## src/rtl/stopwatch_ctrl_if.sv

```systemverilog
// Key inputs and timer-control outputs shared between the board keys, the
// stopwatch controller (master) and the timer datapath (slave).
interface stopwatch_ctrl_if;
  logic       KEY0;
  logic       KEY1;
  logic       run;
  logic       tick;
  logic       clr;
  logic       lap_hold;
  logic [1:0] state;

  modport master (
    input  KEY0, KEY1,
    output run, tick, clr, lap_hold, state
  );

  modport slave (
    output KEY0, KEY1,
    input  run, tick, clr, lap_hold, state
  );
endinterface

```

## src/rtl/stopwatch_ctrl.sv

```systemverilog
// Stopwatch controller: synchronises and debounces two active-low keys, turns
// presses into events and runs the run/pause/lap/clear FSM plus tick prescaler.
module stopwatch_ctrl #(
  parameter int DEBOUNCE_CYCLES = 1_000_000,
  parameter int TICK_DIV        = 500_000
) (
  input logic              clk,
  input logic              rst,
  stopwatch_ctrl_if.master bus
);

  localparam int CW = $clog2(DEBOUNCE_CYCLES) + 1;
  localparam int PW = $clog2(TICK_DIV);
  localparam logic [CW-1:0] CNT_LAST = CW'(DEBOUNCE_CYCLES - 1);
  localparam logic [PW-1:0] PRE_LAST = PW'(TICK_DIV - 1);

  localparam logic [1:0] IDLE  = 2'd0;
  localparam logic [1:0] RUN   = 2'd1;
  localparam logic [1:0] PAUSE = 2'd2;
  localparam logic [1:0] LAP   = 2'd3;

  logic [1:0]    sync1;
  logic [1:0]    sync2;
  logic [1:0]    stable;
  logic [1:0]    stable_d;
  logic [CW-1:0] cnt [2];
  logic [1:0]    ev;

  logic [1:0]    state;
  logic [1:0]    state_nx;
  logic          clr_nx;
  logic          run;
  logic          lap_hold;
  logic          clr;
  logic          tick;
  logic [PW-1:0] presc;
  logic          counting;

  // Bit 0 is KEY0, bit 1 is KEY1; levels are active-low, so 1 means released.
  always_ff @(posedge clk) begin
    if (rst) begin
      sync1    <= 2'b11;
      sync2    <= 2'b11;
      stable   <= 2'b11;
      stable_d <= 2'b11;
      cnt[0]   <= '0;
      cnt[1]   <= '0;
    end else begin
      sync1    <= {bus.KEY1, bus.KEY0};
      sync2    <= sync1;
      stable_d <= stable;
      for (int i = 0; i < 2; i++) begin
        if (sync2[i] != stable[i]) begin
          if (cnt[i] == CNT_LAST) begin
            stable[i] <= sync2[i];
            cnt[i]    <= '0;
          end else begin
            cnt[i] <= cnt[i] + 1'b1;
          end
        end else begin
          cnt[i] <= '0;
        end
      end
    end
  end

  assign ev = stable_d & ~stable;

  // KEY0 wins when both events land in the same cycle.
  always_comb begin
    state_nx = state;
    clr_nx   = 1'b0;
    case (state)
      IDLE: begin
        if (ev[0])      state_nx = RUN;
        else if (ev[1]) clr_nx   = 1'b1;
      end
      RUN: begin
        if (ev[0])      state_nx = PAUSE;
        else if (ev[1]) state_nx = LAP;
      end
      LAP: begin
        if (ev[0])      state_nx = PAUSE;
        else if (ev[1]) state_nx = RUN;
      end
      PAUSE: begin
        if (ev[0]) begin
          state_nx = RUN;
        end else if (ev[1]) begin
          state_nx = IDLE;
          clr_nx   = 1'b1;
        end
      end
      default: state_nx = IDLE;
    endcase
  end

  assign counting = (state == RUN) || (state == LAP);

  // The prescaler keeps its phase through PAUSE so a resume does not restart the period.
  always_ff @(posedge clk) begin
    if (rst) begin
      state    <= IDLE;
      run      <= 1'b0;
      lap_hold <= 1'b0;
      clr      <= 1'b0;
      tick     <= 1'b0;
      presc    <= '0;
    end else begin
      state    <= state_nx;
      run      <= (state_nx == RUN) || (state_nx == LAP);
      lap_hold <= (state_nx == LAP);
      clr      <= clr_nx;
      if (counting) begin
        if (presc == PRE_LAST) begin
          presc <= '0;
          tick  <= 1'b1;
        end else begin
          presc <= presc + 1'b1;
          tick  <= 1'b0;
        end
      end else begin
        tick <= 1'b0;
        if (state == IDLE || clr_nx) presc <= '0;
      end
    end
  end

  assign bus.state    = state;
  assign bus.run      = run;
  assign bus.lap_hold = lap_hold;
  assign bus.clr      = clr;
  assign bus.tick     = tick;

endmodule
```

## src/flat_wrapper.sv

```systemverilog
// flat-port wrapper written by rule: the top's interface ports become plain ports
module stopwatch_ctrl_flat 
#(
  parameter int DEBOUNCE_CYCLES = 1_000_000,
  parameter int TICK_DIV        = 500_000
)
  (clk, rst, bus_KEY0, bus_KEY1, bus_run, bus_tick, bus_clr, bus_lap_hold, bus_state);
  stopwatch_ctrl_if bus_i ();
  input logic clk;
  input logic rst;
  input wire logic [$bits(bus_i.KEY0)-1:0] bus_KEY0;
  input wire logic [$bits(bus_i.KEY1)-1:0] bus_KEY1;
  output wire logic [$bits(bus_i.run)-1:0] bus_run;
  output wire logic [$bits(bus_i.tick)-1:0] bus_tick;
  output wire logic [$bits(bus_i.clr)-1:0] bus_clr;
  output wire logic [$bits(bus_i.lap_hold)-1:0] bus_lap_hold;
  output wire logic [$bits(bus_i.state)-1:0] bus_state;
  assign bus_i.KEY0 = bus_KEY0;
  assign bus_i.KEY1 = bus_KEY1;
  assign bus_run = bus_i.run;
  assign bus_tick = bus_i.tick;
  assign bus_clr = bus_i.clr;
  assign bus_lap_hold = bus_i.lap_hold;
  assign bus_state = bus_i.state;
  stopwatch_ctrl #(.DEBOUNCE_CYCLES(DEBOUNCE_CYCLES), .TICK_DIV(TICK_DIV)) u_core (.clk(clk), .rst(rst), .bus(bus_i));
endmodule
```

## config.mk

```make
export PLATFORM = sky130hd
export DESIGN_NAME = stopwatch_ctrl_flat
export DESIGN_NICKNAME = d
export VERILOG_FILES = /design/src/rtl/stopwatch_ctrl_if.sv /design/src/rtl/stopwatch_ctrl.sv /design/src/flat_wrapper.sv
export SDC_FILE = /design/constraint.sdc
export NUM_CORES = 1
export LEC_CHECK = 0
export CAP_MARGIN = 30
export CORE_MARGIN = 1
export CORE_UTILIZATION = 61
export CTS_BUF_LIST = sky130_fd_sc_hd__clkbuf_16
export DETAILED_ROUTE_END_ITERATION = 8
export PLACE_DENSITY = 0.79
export SYNTH_ARGS = -nofsm -noshare
export SYNTH_HDL_FRONTEND = slang
export SYNTH_SLANG_ARGS = --single-unit
```

## constraint.sdc

```tcl
create_clock -name clk -period 2.55 [get_ports clk]
set_input_delay 0.765 -clock clk [delete_from_list [all_inputs] [get_ports clk]]
set_output_delay 0.765 -clock clk [all_outputs]
set_load 0.005 [all_outputs]
```

==> results of run 1 <==
[synth_stat cells (all sizes together) (4+ instances only)]
master  number  area, um2
buf          7       50.1
xnor2       25        219
clkbuf       8       30.0
nor4         9       56.3
and3         9       56.3
edfxtp      42       1260
or3          6       42.5
nor4b        4       35.0
or2          7       43.8
a21oi        9       45.0
nor3        12       65.1
nand3       31        155
xor2        20        175
inv         12       45.0
nor2        67        251
nand2       25       93.8
dfxtp       32        641
nand4       12       75.1
and4         6       53.8
o21ai       11       55.1
[state kept, by name, indices dropped and copies added (netlist names)]
signal               flops
u_core.bus.clr           1
u_core.bus.state         2
u_core.presc            19
u_core.stable_d          2
u_core.cnt              42
u_core.bus.tick          1
u_core.sync1             2
u_core.stable            2
u_core.sync2             2
u_core.bus.lap_hold      1
[worst max-delay path: stages, from the launching register on]
cell and delay [ns]:
edfxtp_1 0.48, or4b_1 0.54, or4_1 0.44, nor3_2 0.20
or3_4 0.31, nor2_1 0.09
[power groups by stage]
| stage | Combinational (mW) | Sequential, mW | Clock, mW |
|---|---|---|---|
| finish | 0.0723 | 1.32 | 1.19 |
| global route | 0.0830 | 1.33 | 1.26 |
| CTS | 0.0705 | 1.32 | 1.21 |
| detailed placement | 0.0692 | 1.35 | 0 |
| global placement | 0.0688 | 1.34 | 0 |
| floorplan | 0.0563 | 1.34 | 0 |
[kinds of logic (layout without fill, tap and decap cells)]
family / Yosys count / after routing / share of synthesized area
muxes: 1 / 1 / 0.00269
DFF: 74 / 74 / 0.510
other: 1 / 42 / 0.00101
xor gates and xnor gates: 45 / 45 / 0.106
adders and majority gates: 3 / 3 / 0.0101
buffers and inverters: 27 / 46 / 0.0336
AOI/OAI and AO/OA: 33 / 33 / 0.0551
and+or+nand+nor: 204 / 204 / 0.281
[layout make-up]
class	count	area (um2)	share of cell area
Clock buffer	9	225	0.0520
Clock inverter	7	55.1	0.0127
Inverter	12	45.0	0.0104
Multi-Input combinational cell	328	1850	0.428
Sequential cell	74	1900	0.439
Tap cell	75	93.8	0.0217
Timing Repair Buffer	18	158	0.0364
[per-layer routing]
layer	up-vias	global-route usage	wire length, um
met4	0	0.111	144
li1	1451	-	-
met2	71	0.385	3180
met1	1348	0.297	3120
met5	-	0	0
met3	13	0.0648	285
[per-stage QoR]
| step | cells | setup slack [ns] | area (um2) | utilization |
|---|---|---|---|---|
| 2_1_floorplan | 429 | 0.464 | 3880 | - |
| 3_3_place_gp | 507 | 0.272 | 4050 | 0.684 |
| 3_5_place_dp | 507 | 0.230 | 4050 | 0.684 |
| 4_1_cts | 523 | 0.233 | 4330 | 0.732 |
| 5_1_grt | 523 | 0.148 | 4330 | 0.732 |
| 6_report | 523 | 0.246 | 4330 | 0.732 |
[final timing paths]
check | end | depth (start not counted) | slack, ns | from
max reg2reg | u_core.cnt[1][20]$_SDFFCE_PP0P_ | 5 | 0.25 | u_core.cnt[1][6]$_SDFFCE_PP0P_
max | u_core.cnt[1][20]$_SDFFCE_PP0P_ | 5 | 0.25 | u_core.cnt[1][6]$_SDFFCE_PP0P_
min reg2reg | u_core.sync2[0]$_SDFF_PP1_ | 1 | 0.41 | u_core.sync1[0]$_SDFF_PP1_
min | u_core.sync2[0]$_SDFF_PP1_ | 1 | 0.41 | u_core.sync1[0]$_SDFF_PP1_
==> flow_summary.ini, run 1 <==
[run_status]
outcome = complete, no violations

[floorplan]
dieHeight_um = 80.2
start_util = 0.629
core_region_area_um2 = 5920
die_area_um2 = 6420
die_x_um = 80.2
rows = 28
pin_count = 10

[final_layout]
n_fill_cell = 449
drive_gt1_frac = 0.0714
final_common_cell = nor2_1
final_cell_mix = nor2_1 (67), edfxtp_1 (42), conb_1 (42), dfxtp_1 (32), nand3_1 (31)
nNetsFinal = 450
area_growth_pct = 16.3
insertedDiodeCount = 0

[synth]
ys_warn_count = 0
postSynthAreaPerCell_um2 = 9.60
netlist_area_um2 = 3730
synth_top_flop_cell = edfxtp_1
async_flop_share = 0
synth_seq_area_share = 0.510
syn_inst = 388
synth_seq_cells = 74
synth_edf_count = 42
synth.distinct_cells = 46

[global_route]
grt_antenna_before_repair = 0
grt_pass1_vias = 2642
grt_pass1_wl_um = 11600
grt_max_degree = 22
overflow = 0
grt.total_usage = 0.238

[placement]
port_buffers = 9
gp_congestion = 0.905
dp_hpwl_um = 4760

[power_and_ir_drop]
p_int_mw = 2.06
pwr-share-clk = 0.460
power_mw = 2.58
switching_power_mw = 0.518
power.density_nw_per_um2 = 596
ir_drop_v = 0.000480
seq_power_share = 0.512
combPwrFrac = 0.028
swShare = 0.201
leakagePower_nw = 1.55

[worst_setup_path]
crit_path_max_fanout = 21
cp.required_ns = 2.62
path_class = register to register
cp-end-kind = register
arrival_ns = 2.38
worst_setup_path_start_kind = register

[clock_network]
cts_root_buf = clkbuf_16
clk_latency_ns = 0.33
cts_max_level = 3
cts_tree = built
post_cts_resized = 0
cts_setup_buffers = 0
clock-sinks = 74
holdBufCountCts = 0
cts.reportedPaths.clkPinSlew_ns = 0.05
cts_buffers = 9
clk_path_buf_depth = 2

[drt]
finalWirelength_um = 6730
avgViaCountPerCell = 5.51
drc_errors = 0
vias = 2883
firstDrtPassIters = 6
wl_per_cell_um = 12.9
first_iter_violations = 224
ant_nets = 0

[sta]
fin_skew_ns = 0.00594
setup_tns_ns = 0
slew_violations = 0
rsz0062_at_grt = no
hold_ws_ns = 0.411
max_freq_mhz = 434
finalCritPeriodShare = 0.904
setup_violations = 0
worst_slew_pin_slew_ns = 0.900
hold_viol = 0
fin_crit_ns = 2.30
slew_headroom = 0.398

[flow_run]
max-cap-violations = 0

[worst_hold_path]
hp-class = register to register
Power figures use the tool's default switching activity.
==> inputs of run 2 (changes only) <==
==> constraint.sdc (replaced) <==
create_clock -name clk -period 2.55 [get_ports clk]
set_input_delay 0.765 -clock clk [delete_from_list [all_inputs] [get_ports clk]]
set_output_delay 0.765 -clock clk [all_outputs]
set_load 0.02 [all_outputs]
==> results of run 2 <==
Same layout as run 1 (identical final DEF). Status: complete, no violations.
Among the figures that moved: setup slack after layout 0.246 ns -> 0.208 ns; start point of the critical path u_core.cnt[1][6]$_SDFFCE_PP0P_ -> u_core.bus.state[0]$_SDFF_PP0_; end point of the critical path u_core.cnt[1][20]$_SDFFCE_PP0P_ -> bus_run
==> inputs of run 3 (changes only) <==
--- a/config.mk
+++ b/config.mk
@@ -7,10 +7,9 @@
 export LEC_CHECK = 0
 export CAP_MARGIN = 30
 export CORE_MARGIN = 1
-export CORE_UTILIZATION = 61
+export CORE_UTILIZATION = 30
 export CTS_BUF_LIST = sky130_fd_sc_hd__clkbuf_16
 export DETAILED_ROUTE_END_ITERATION = 8
-export PLACE_DENSITY = 0.79
 export SYNTH_ARGS = -nofsm -noshare
 export SYNTH_HDL_FRONTEND = slang
 export SYNTH_SLANG_ARGS = --single-unit
==> run 3 against run 2 <==
  * Critical path type is now register to register
  * Largest cell class unchanged
  * Global-route usage fell by 12 points
  * Clock power rose by 19%
  * Clock skew fell by 0.00080 ns
  * Combinational power fell by 0.8%
==> flow_summary.ini, run 3 (synthesis gave the netlist of run 1 again) <==
[run_status]
outcome = complete, no violations

[clock_network]
clk_path_buf_depth = 2
cts_setup_buffers = 0
clk_latency_ns = 0.33
post_cts_resized = 0
cts_buffers = 9
clock-sinks = 74
cts_tree = built
cts_max_level = 3
cts_root_buf = clkbuf_16
holdBufCountCts = 0
cts.reportedPaths.clkPinSlew_ns = 0.06

[sta]
hold_ws_ns = 0.410
finalCritPeriodShare = 0.873
setup_violations = 0
slew_headroom = 0.411
worst_slew_pin_slew_ns = 0.880
hold_viol = 0
setup_tns_ns = 0
fin_crit_ns = 2.23
fin_skew_ns = 0.00514
setup_slack_ns = 0.324
rsz0062_at_grt = no
max_freq_mhz = 449
slew_violations = 0

[global_route]
grt_pass1_wl_um = 12200
grt.total_usage = 0.121
grt_antenna_before_repair = 0
grt_pass1_vias = 2688
overflow = 0
grt_max_degree = 22

[power_and_ir_drop]
p_int_mw = 2.27
ir_drop_v = 0.000311
seq_power_share = 0.469
pwr-share-clk = 0.505
switching_power_mw = 0.545
combPwrFrac = 0.025
power_mw = 2.82
leakagePower_nw = 1.62
power.density_nw_per_um2 = 615
swShare = 0.194

[worst_setup_path]
cp-end-kind = register
worst_setup_path_start_kind = register
timing.rr.start = u_core.cnt[1][7]$_SDFFCE_PP0P_
crit_path_max_fanout = 21
r2r.worst_path.cells = 5
r2r_slack_ns = 0.32
crit_end = u_core.cnt[1][6]$_SDFFCE_PP0P_
arrival_ns = 2.30
cp.required_ns = 2.62
r2r-end = u_core.cnt[1][6]$_SDFFCE_PP0P_
path_class = register to register
crit_path_start = u_core.cnt[1][7]$_SDFFCE_PP0P_

[placement]
place_area_um2 = 4240
place_ws_ns = 0.173
dp.cells = 610
dp_hpwl_um = 4970
gp_congestion = 0.815
port_buffers = 9

[final_layout]
drive_gt1_frac = 0.0961
n_fill_cell = 1230
regMostFlops = u_core.cnt
final_common_cell = nor2_1
largest_reg_flops = 42
utilization = 0.379
final_cell_mix = nor2_1 (67), edfxtp_1 (42), conb_1 (42), dfxtp_1 (32), nand3_1 (31)
nNetsFinal = 460
reg_top3 = u_core.cnt: 42 flops, u_core.presc: 19 flops
finalInstanceArea_um2 = 4580
insertedDiodeCount = 0
finalNonFillerCells = 626
area_growth_pct = 22.8

[drt]
firstDrtPassIters = 4
first_iter_violations = 106
vias = 2836
ant_nets = 0
drc_errors = 0
avgViaCountPerCell = 4.53
wl_per_cell_um = 11.1
finalWirelength_um = 6960

[floorplan]
die_area_um2 = 12900
core_region_area_um2 = 12100
rows = 40
dieHeight_um = 113
start_util = 0.309
die_x_um = 113
pin_count = 10

[worst_hold_path]
hp-class = register to register

[flow_run]
max-cap-violations = 0
-- run 3: changes by cell type in the layout (fill, tap and decap cells not counted) --
cell,previous run,this run
buf_4,9,18
bufinv_16,1,3
clkinv_1,2,0
buf_2,0,1
clkinv_2,2,1
clkinvlp_4,0,1
-- run 3: worst max-delay path, stage by stage, from the launching register on --
cell and delay (ns):
edfxtp_1 0.46, or4b_1 0.47, or4_1 0.44, nor3_2 0.20, or3_4 0.31, nor2_1 0.09
-- run 3: power by group through the flow --
stage	clock network, mW	logic [mW]	registers (mW)
finish	1.42	0.0717	1.32
global route	1.51	0.0841	1.33
CTS	1.47	0.0708	1.32
detailed placement	0	0.0701	1.35
global placement	0	0.0695	1.34
floorplan	0	0.0563	1.34
-- run 3: per-layer routing --
| metal | GRT usage | vias up | wire length, um |
|---|---|---|---|
| met2 | 0.183 | 36 | 3070 |
| met3 | 0.0329 | 10 | 231 |
| li1 | - | 1468 | - |
| met5 | 0 | - | 0 |
| met4 | 0.0632 | 0 | 145 |
| met1 | 0.157 | 1322 | 3510 |
-- run 3: worst min path at each step --
stage | startpoint | end | slack [ns] | depth (start not counted)
floorplan | u_core.sync1[0]$_SDFF_PP1_ | u_core.sync2[0]$_SDFF_PP1_ | 0.39 | 1
global placement | u_core.sync1[1]$_SDFF_PP1_ | u_core.sync2[1]$_SDFF_PP1_ | 0.39 | 1
detailed placement | u_core.sync1[0]$_SDFF_PP1_ | u_core.sync2[0]$_SDFF_PP1_ | 0.40 | 1
CTS | u_core.sync1[0]$_SDFF_PP1_ | u_core.sync2[0]$_SDFF_PP1_ | 0.41 | 1
global route | u_core.sync1[0]$_SDFF_PP1_ | u_core.sync2[0]$_SDFF_PP1_ | 0.43 | 1
finish | u_core.sync1[1]$_SDFF_PP1_ | u_core.sync2[1]$_SDFF_PP1_ | 0.41 | 1
-- run 3: cell type report --
| class | instances | area (um2) | area share |
|---|---|---|---|
| clock buffers | 9 | 225 | 0.0492 |
| inverters | 12 | 45.0 | 0.00984 |
| well taps | 168 | 210 | 0.0459 |
| multi-input cells | 328 | 1850 | 0.405 |
| clock inverters | 7 | 110 | 0.0241 |
| flip-flops and latches | 74 | 1900 | 0.416 |
| repair buffers | 28 | 230 | 0.0503 |
